<file path="config.mk">
export PLATFORM = sky130hd
export DESIGN_NAME = dmem_access_ctrl
export DESIGN_NICKNAME = d
export VERILOG_FILES = /design/src/rtl/dmem_access_ctrl.sv
export SDC_FILE = /design/constraint.sdc
export NUM_CORES = 1
export LEC_CHECK = 0
export BUFFER_PORTS_ARGS = -buffer_cell sky130_fd_sc_hd__buf_4
export CORE_ASPECT_RATIO = 1.4
export CORE_MARGIN = 4
export CORE_UTILIZATION = 25
export DETAILED_ROUTE_END_ITERATION = 8
export PLACE_DENSITY_LB_ADDON = 0.3
export SLEW_MARGIN = 20
export SYNTH_ARGS = -nofsm -noshare
export SYNTH_HDL_FRONTEND = slang
export SYNTH_SLANG_ARGS = --single-unit
</file>
<file path="constraint.sdc">
create_clock -name clock -period 1.73 [get_ports clock]
set_input_delay 0.2595 -clock clock [delete_from_list [all_inputs] [get_ports clock]]
set_output_delay 0.2595 -clock clock [all_outputs]
set_load 0.02 [all_outputs]
</file>
<file path="src/rtl/dmem_access_ctrl.sv">
// rtl/dmem_access_ctrl.sv - MEM-stage load/store responder for a word-wide multi-cycle memory port
module dmem_access_ctrl #(
   parameter int unsigned TIMEOUT_CYCLES = 255,
   parameter int unsigned CNT_WIDTH      = 8
) (
   input  logic        clock,
   input  logic        reset,
   input  logic        memRead,
   input  logic        memWrite,
   input  logic [31:0] addr,
   input  logic [31:0] wdata,
   input  logic [2:0]  funct3,
   output logic [31:0] rdata,
   output logic        memReady,
   output logic        misaligned,
   output logic        bus_error,
   output logic        mem_req,
   output logic        mem_we,
   output logic [29:0] mem_addr,
   output logic [31:0] mem_wdata,
   output logic [3:0]  mem_wstrb,
   input  logic        mem_ack,
   input  logic [31:0] mem_rdata
);
   typedef enum logic [1:0] {IDLE, BUSY, DONE} state_t;

   localparam logic [CNT_WIDTH-1:0] CNT_LAST = CNT_WIDTH'(TIMEOUT_CYCLES - 1);

   state_t               state;
   logic [CNT_WIDTH-1:0] cnt;
   logic [1:0]           cap_off;
   logic [2:0]           cap_funct3;
   logic                 req;
   logic                 is_mis;
   logic [31:0]          fmt_wdata;
   logic [3:0]           fmt_wstrb;
   logic [7:0]           ld_byte;
   logic [15:0]          ld_half;
   logic [31:0]          load_data;

   assign req    = memRead | memWrite;
   assign is_mis = (funct3[1:0] == 2'b01 && addr[0]) || (funct3[1] && addr[1:0] != 2'b00);

   // Stores are lane-replicated so the strobe alone picks the target byte lanes.
   always_comb begin
      fmt_wdata = wdata;
      fmt_wstrb = 4'b1111;
      if (!funct3[1]) begin
         if (funct3[0]) begin
            fmt_wdata = {2{wdata[15:0]}};
            fmt_wstrb = 4'b0011 << addr[1:0];
         end else begin
            fmt_wdata = {4{wdata[7:0]}};
            fmt_wstrb = 4'b0001 << addr[1:0];
         end
      end
   end

   always_comb begin
      case (cap_off)
         2'd0:    ld_byte = mem_rdata[7:0];
         2'd1:    ld_byte = mem_rdata[15:8];
         2'd2:    ld_byte = mem_rdata[23:16];
         default: ld_byte = mem_rdata[31:24];
      endcase
      ld_half = cap_off[1] ? mem_rdata[31:16] : mem_rdata[15:0];
      if (cap_funct3[1])
         load_data = mem_rdata;
      else if (cap_funct3[0])
         load_data = {{16{~cap_funct3[2] & ld_half[15]}}, ld_half};
      else
         load_data = {{24{~cap_funct3[2] & ld_byte[7]}}, ld_byte};
   end

   always_comb begin
      memReady = 1'b1;
      if (reset) begin
         case (state)
            IDLE:    memReady = ~req;
            BUSY:    memReady = 1'b0;
            default: memReady = 1'b1;
         endcase
      end
   end

   always_ff @(posedge clock) begin
      if (!reset) begin
         state      <= IDLE;
         cnt        <= '0;
         cap_off    <= 2'b00;
         cap_funct3 <= 3'b000;
         mem_req    <= 1'b0;
         mem_we     <= 1'b0;
         mem_addr   <= '0;
         mem_wdata  <= '0;
         mem_wstrb  <= 4'b0000;
         rdata      <= '0;
         misaligned <= 1'b0;
         bus_error  <= 1'b0;
      end else begin
         case (state)
            IDLE: begin
               if (req) begin
                  cap_off    <= addr[1:0];
                  cap_funct3 <= funct3;
                  mem_we     <= memWrite;
                  mem_addr   <= addr[31:2];
                  mem_wdata  <= memWrite ? fmt_wdata : 32'h0;
                  mem_wstrb  <= memWrite ? fmt_wstrb : 4'b0000;
                  cnt        <= '0;
                  if (is_mis) begin
                     state      <= DONE;
                     misaligned <= 1'b1;
                     rdata      <= '0;
                  end else begin
                     state   <= BUSY;
                     mem_req <= 1'b1;
                  end
               end
            end
            BUSY: begin
               if (mem_ack) begin
                  mem_req <= 1'b0;
                  state   <= DONE;
                  rdata   <= mem_we ? 32'h0 : load_data;
               end else if (cnt == CNT_LAST) begin
                  mem_req   <= 1'b0;
                  state     <= DONE;
                  bus_error <= 1'b1;
                  rdata     <= '0;
               end else begin
                  cnt <= cnt + 1'b1;
               end
            end
            DONE: begin
               state      <= IDLE;
               misaligned <= 1'b0;
               bus_error  <= 1'b0;
            end
            default: state <= IDLE;
         endcase
      end
   end
endmodule
</file>
== Yosys cells after proc, flatten, opt, wreduce, memory -nomap -nowiden ==
Cells that the tools add are included.
Storage, ports and cells
  register bits: 117
  input bits: 104
  output and inout port bits: 103
  logic and storage cells: 87
Cells by class
  add/sub/neg operators: 1
  eq/ne operators: 13
  shift-type cells: 2
  multiplexer cells: 38
  bitwise operators: 5
  reduce and logical (&&, ||, !) cells: 16
Operators by type and width (count)
  2-to-1 mux 32 bit: 10
  one-hot mux 32 bit (2 select lines): 1
  2-to-1 mux 8 bit: 3
  one-hot mux 8 bit (3 select lines): 1
  2-to-1 mux 16 bit: 1
  one-hot mux 8 bit (2 select lines): 1
  2-to-1 mux 4 bit: 3
  inequality test 2 bit, second input constant: 6
  AND reduction 4 bit: 3
  2-to-1 mux 1 bit: 9
  adder 8 x 1 -> 8 bit, second input constant: 1
  == test 8 bit, second input constant: 1
  2-to-1 mux 2 bit: 4
  one-hot mux 1 bit (2 select lines): 4
  nonzero test 2 bit: 4
  == test 2 x 1 -> 1 bit, second input constant: 3
  AND reduction 3 bit: 2
  == test 2 bit, second input constant: 2
  zero test 2 bit: 2
  one-hot mux 2 bit (2 select lines): 1
  AND reduction 2 bit: 2
  << shifter 1 x 2 -> 4 bit, first input constant: 1
  << shifter 2 x 2 -> 4 bit, first input constant: 1
  inequality test 3 bit, second input constant: 1
  other kinds (5): 8

== Longest topological paths before layout ==
  depth in word-level cells: 8
  gate-level depth with buffers: 7
  depth with buffers taken out: 6

== Least setup slack after synthesis ==
No wires, ideal clock.
  kind: register -> register
  from: register cnt[0]
  to: register cnt[7]
  setup time: 0.118 ns
  data arrival time: 1.521 ns
  required time: 1.612 ns
  setup slack: 0.090 ns
  cell stages (with the launch flop): 8
  buffers on the path: 1
  clock period less this slack: 1.640 ns
  cells stage by stage: dfxtp_1 -> inv_1 -> ha_1 -> and3_1 -> clkbuf_1 -> a2111oi_2 -> xnor2_1 -> nor2_1
Between the ends
  longest elaborated chain between the ends: 4
  elaborated cells on any way between the ends: 7
  classes of those cells: add/sub: 1; eq/ne: 2; mux: 3; reduce/logical: 1
RTL lines
  start, declared: RTL line 30  | logic [CNT_WIDTH-1:0] cnt;
  start signal, assigned: RTL line 132  | cnt <= cnt + 1'b1;
  adder 8 x 1 -> 8 bit: RTL line 132
  2-to-1 mux 8 bit: RTL line 126  | end else if (cnt == CNT_LAST) begin
  2-to-1 mux 8 bit: RTL line 122  | if (mem_ack) begin
  one-hot mux 8 bit (2 select lines): RTL line 101  | case (state)
Several ways; a longest one is shown, not always the timed one. The select of a mux whose other input is x is not followed.
A chain may end at the register's enable or synchronous reset.

== Worst setup path in the final report ==
  from: register state[0]
  to: output memReady
Between the ends
  longest elaborated chain between the ends: 3
  elaborated cells on any way between the ends: 4
  classes of those cells: eq/ne: 1; mux: 2; reduce/logical: 1
RTL lines
  start, declared: RTL line 29  | state_t state;
  start signal, assigned: RTL line 88  | state <= IDLE;
  start signal, assigned: RTL line 112  | state <= DONE;
  start signal, assigned: RTL line 116  | state <= BUSY;
  == test 2 x 1 -> 1 bit / zero test 2 bit (equally long branches): RTL line 78  | case (state)
  one-hot mux 1 bit (2 select lines) *: RTL line 78
  2-to-1 mux 1 bit *: RTL line 77  | if (reset) begin
  end, declared: RTL line 14  | output logic memReady,
Every way passes the cells marked *; elsewhere a longest branch is shown, timed or not.

==> run metrics <==
CTS buffer count=17; Max Clock Skew=0.00806 ns; clock power share=0.453; CP max stage delay=0.39 ns; Internal=6.01 mW; DRT Wirelength=16.8 mm; Slew Viols, Final=0; most frequent cell after synthesis=dfxtp_1; max_cap viols=0; Syn Std Cell Area=5020 um^2; post-synthesis sequential area ratio=0.467; Slew headroom=0.694; Syn Inst Count=537; commonest cells in the netlist=117 x dfxtp_1, 93 x nand2_1, 50 x a21oi_1, 27 x nor2b_1, 27 x o2bb2ai_1; clk sinks=117; area delta synth->final=53.3%; most common flop cell mapped by yosys=dfxtp_1; Mapped Avg Cell Area=9.34 um^2; Routed wire per std cell=16.4 um; Final #Nets=867; finished layout cell area=between 7000 and 8000 um^2; Die W=128 um; CP Depth=3; global-route wire length before repair=26.4 mm; Synth async-reset ratio=0; Ys Warns=0; number of buffers and inverters on the critical path=1; Vias=4858; Final Hold Vio Count=0; status=completed; logic gate share of total power=0.187; critical path cell sequence=nor3_2, or3_1, buf_4; Die Y=176 um; Clock transition at path regs=0.06 ns; largest net degree at the start of global routing=38; routability cong.=0.781; peak supply drop=0.000551 V; worst hold path class=input pin to register; remaining antenna violation count=0; type of origin of the critical path=register; Port Buffers=206; Reg2Reg Depth=6; Synth cell types=58; DP Area=7030 um^2; worst endpoint data arrival time=1.39 ns; # diodes=0; EDFF count, synth=0; total global routing overflow=0; Critical Setup Path Class=register to output pin; DRC=0; Top-Level Pins=207; share of the synthesized area in the top cell type=0.467; area of the core=19800 um^2; full die area=~22000 um^2; Total Power=8.32 mW; Hold Path Depth=2; # setup viols final=0; switching power=approximately 2.3 mW; Final TNS setup=0 ns; router iterations before antenna repair=5; DRT iter0 DRCs=214; CTS tree=built; pwr/cell area=roughly 1100 nW/um^2; Worst path slowest cell=dfxtp_2; Flop pwr share=0.360; Via density=4.73; vias in the first global route=4904; achievable frequency=0.607 GHz; Initial Util=0.254; Row Count=61; Yosys reg bits=117; Top Family by Delay on Critical Path=simple AND/OR/NAND/NOR gates; Tmin final=roughly 1.6 ns; Sw Ratio=0.277; GRT Util Overall=0.149; Worst Tran Pin Value=between 0.4 and 0.5 ns; Clk Tree Root Cell=clkbuf_16; Setup WS pre-CTS=-0.156 ns; H-tree depth=4; CP max FO=7; top cells by area, synth=dfxtp_1 47%, nand2_1 7.0%, a21oi_1 5.0%; Clock Path Buffers=2; fraction of final layout cells with drive strength greater than 1=0.389; Tcrit/Tclk final=0.953; initial antenna violation count=0; critical path endpoint category=output pin; final worst setup slack=0.0818 ns; RSZ-0062 raised after global routing=no; worst path required time=about 1.5 ns; cts hold-fix bufs=0; hpwl dp=12.5 mm; Clock Latency Late Sink=0.42 ns; P_leak=~3.4 nW; Synth Net Count=643; leading area contributor after synthesis=dfxtp_1
-- registers in the layout, indices dropped and copies added (netlist names) --
register    cells
misaligned      1
cap_off         2
bus_error       1
mem_we          1
rdata          32
state           2
mem_wstrb       4
cnt             8
mem_wdata      32
mem_addr       30
cap_funct3      3
mem_req         1
-- worst register-to-register path: stages, from the launching register on --
cell and delay (ns):
dfxtp_1 0.34, inv_1 0.06, ha_1 0.20, and3_1 0.30
a2111oi_2 0.42, xnor2_1 0.16, nor2_1 0.05
-- power by group through the flow --
stage               clock network [mW]  logic [mW]  registers (mW)
floorplan                            0       0.611            3.24
global placement                     0        1.57            3.05
detailed placement                   0        1.57            3.05
CTS                               3.88        1.58            3.00
global route                      4.03        1.69            3.02
finish                            3.77        1.55            3.00
-- stage by stage --
step,hold WS (ns),instances,util
after floorplan,0.379,537,-
after global placement,0.443,993,0.355
after detailed placement,0.447,993,0.355
after CTS,0.0534,1026,0.389
after global routing,0.0572,1026,0.389
final,0.0761,1026,0.389
-- cells by family (layout without fill, tap and decap cells) --
group	count (synthesis)	in the layout	synth area share
compound gates	158	158	0.239
fa+ha+maj	2	2	0.00499
flops	117	117	0.467
xor+xnor	6	6	0.0105
buf+inv	43	280	0.0404
mux	27	27	0.0586
simple gates	184	184	0.179
-- final cells by class --
class                      count  area [um^2]
inverter                       5         18.8
timing repair buffer         243         1890
sequential                   117         2340
fill                        2043        12100
clock buffer                  17          425
multi-input combinational    377         2490
tap                          252          315
clock inverter                15          205
-- path summary, 6_finish.rpt --
path / end / slack [ns] / from
max: memReady / 0.08 / state[0]
min reg2reg: mem_addr[11] / 0.45 / mem_addr[11]
min: mem_wdata[7] / 0.08 / wdata[7]
max reg2reg: cnt[7] / 0.09 / cnt[0]
-- layer usage --
metal  track usage  vias up  share of wire
li1              -     2400              -
met1         0.173     2240           0.40
met2         0.244      196           0.47
met3        0.0709       22           0.11
met4        0.0429        0          0.015
met5             0        -              0
-- timing repair --
action | CTS | global route
pin swaps | 1 | 0
endpoints found under the setup margin | 18 | 3
gates resized for setup | 2 | 2
setup buffers | 1 | 0
-- layout by cell type (no fill, tap or decap), types with 3 or more instances in the layout --
cell,instances
dfxtp_1,116
xnor2_1,4
bufinv_16,4
nand2b_1,3
a21oi_1,49
mux2i_1,17
o2bb2ai_1,27
inv_1,3
buf_12,5
a22o_1,11
mux2_2,9
clkinv_4,4
nor2b_1,27
nand4_1,5
clkbuf_16,17
a221o_1,21
a32o_1,7
buf_4,238
nand2_1,93
o21ai_0,21
clkinvlp_4,3
nor2_1,16
and2_1,3
and3_1,4
a2bb2oi_1,3
nand3_1,16
Note: power is estimated with default switching activity, not from simulation.
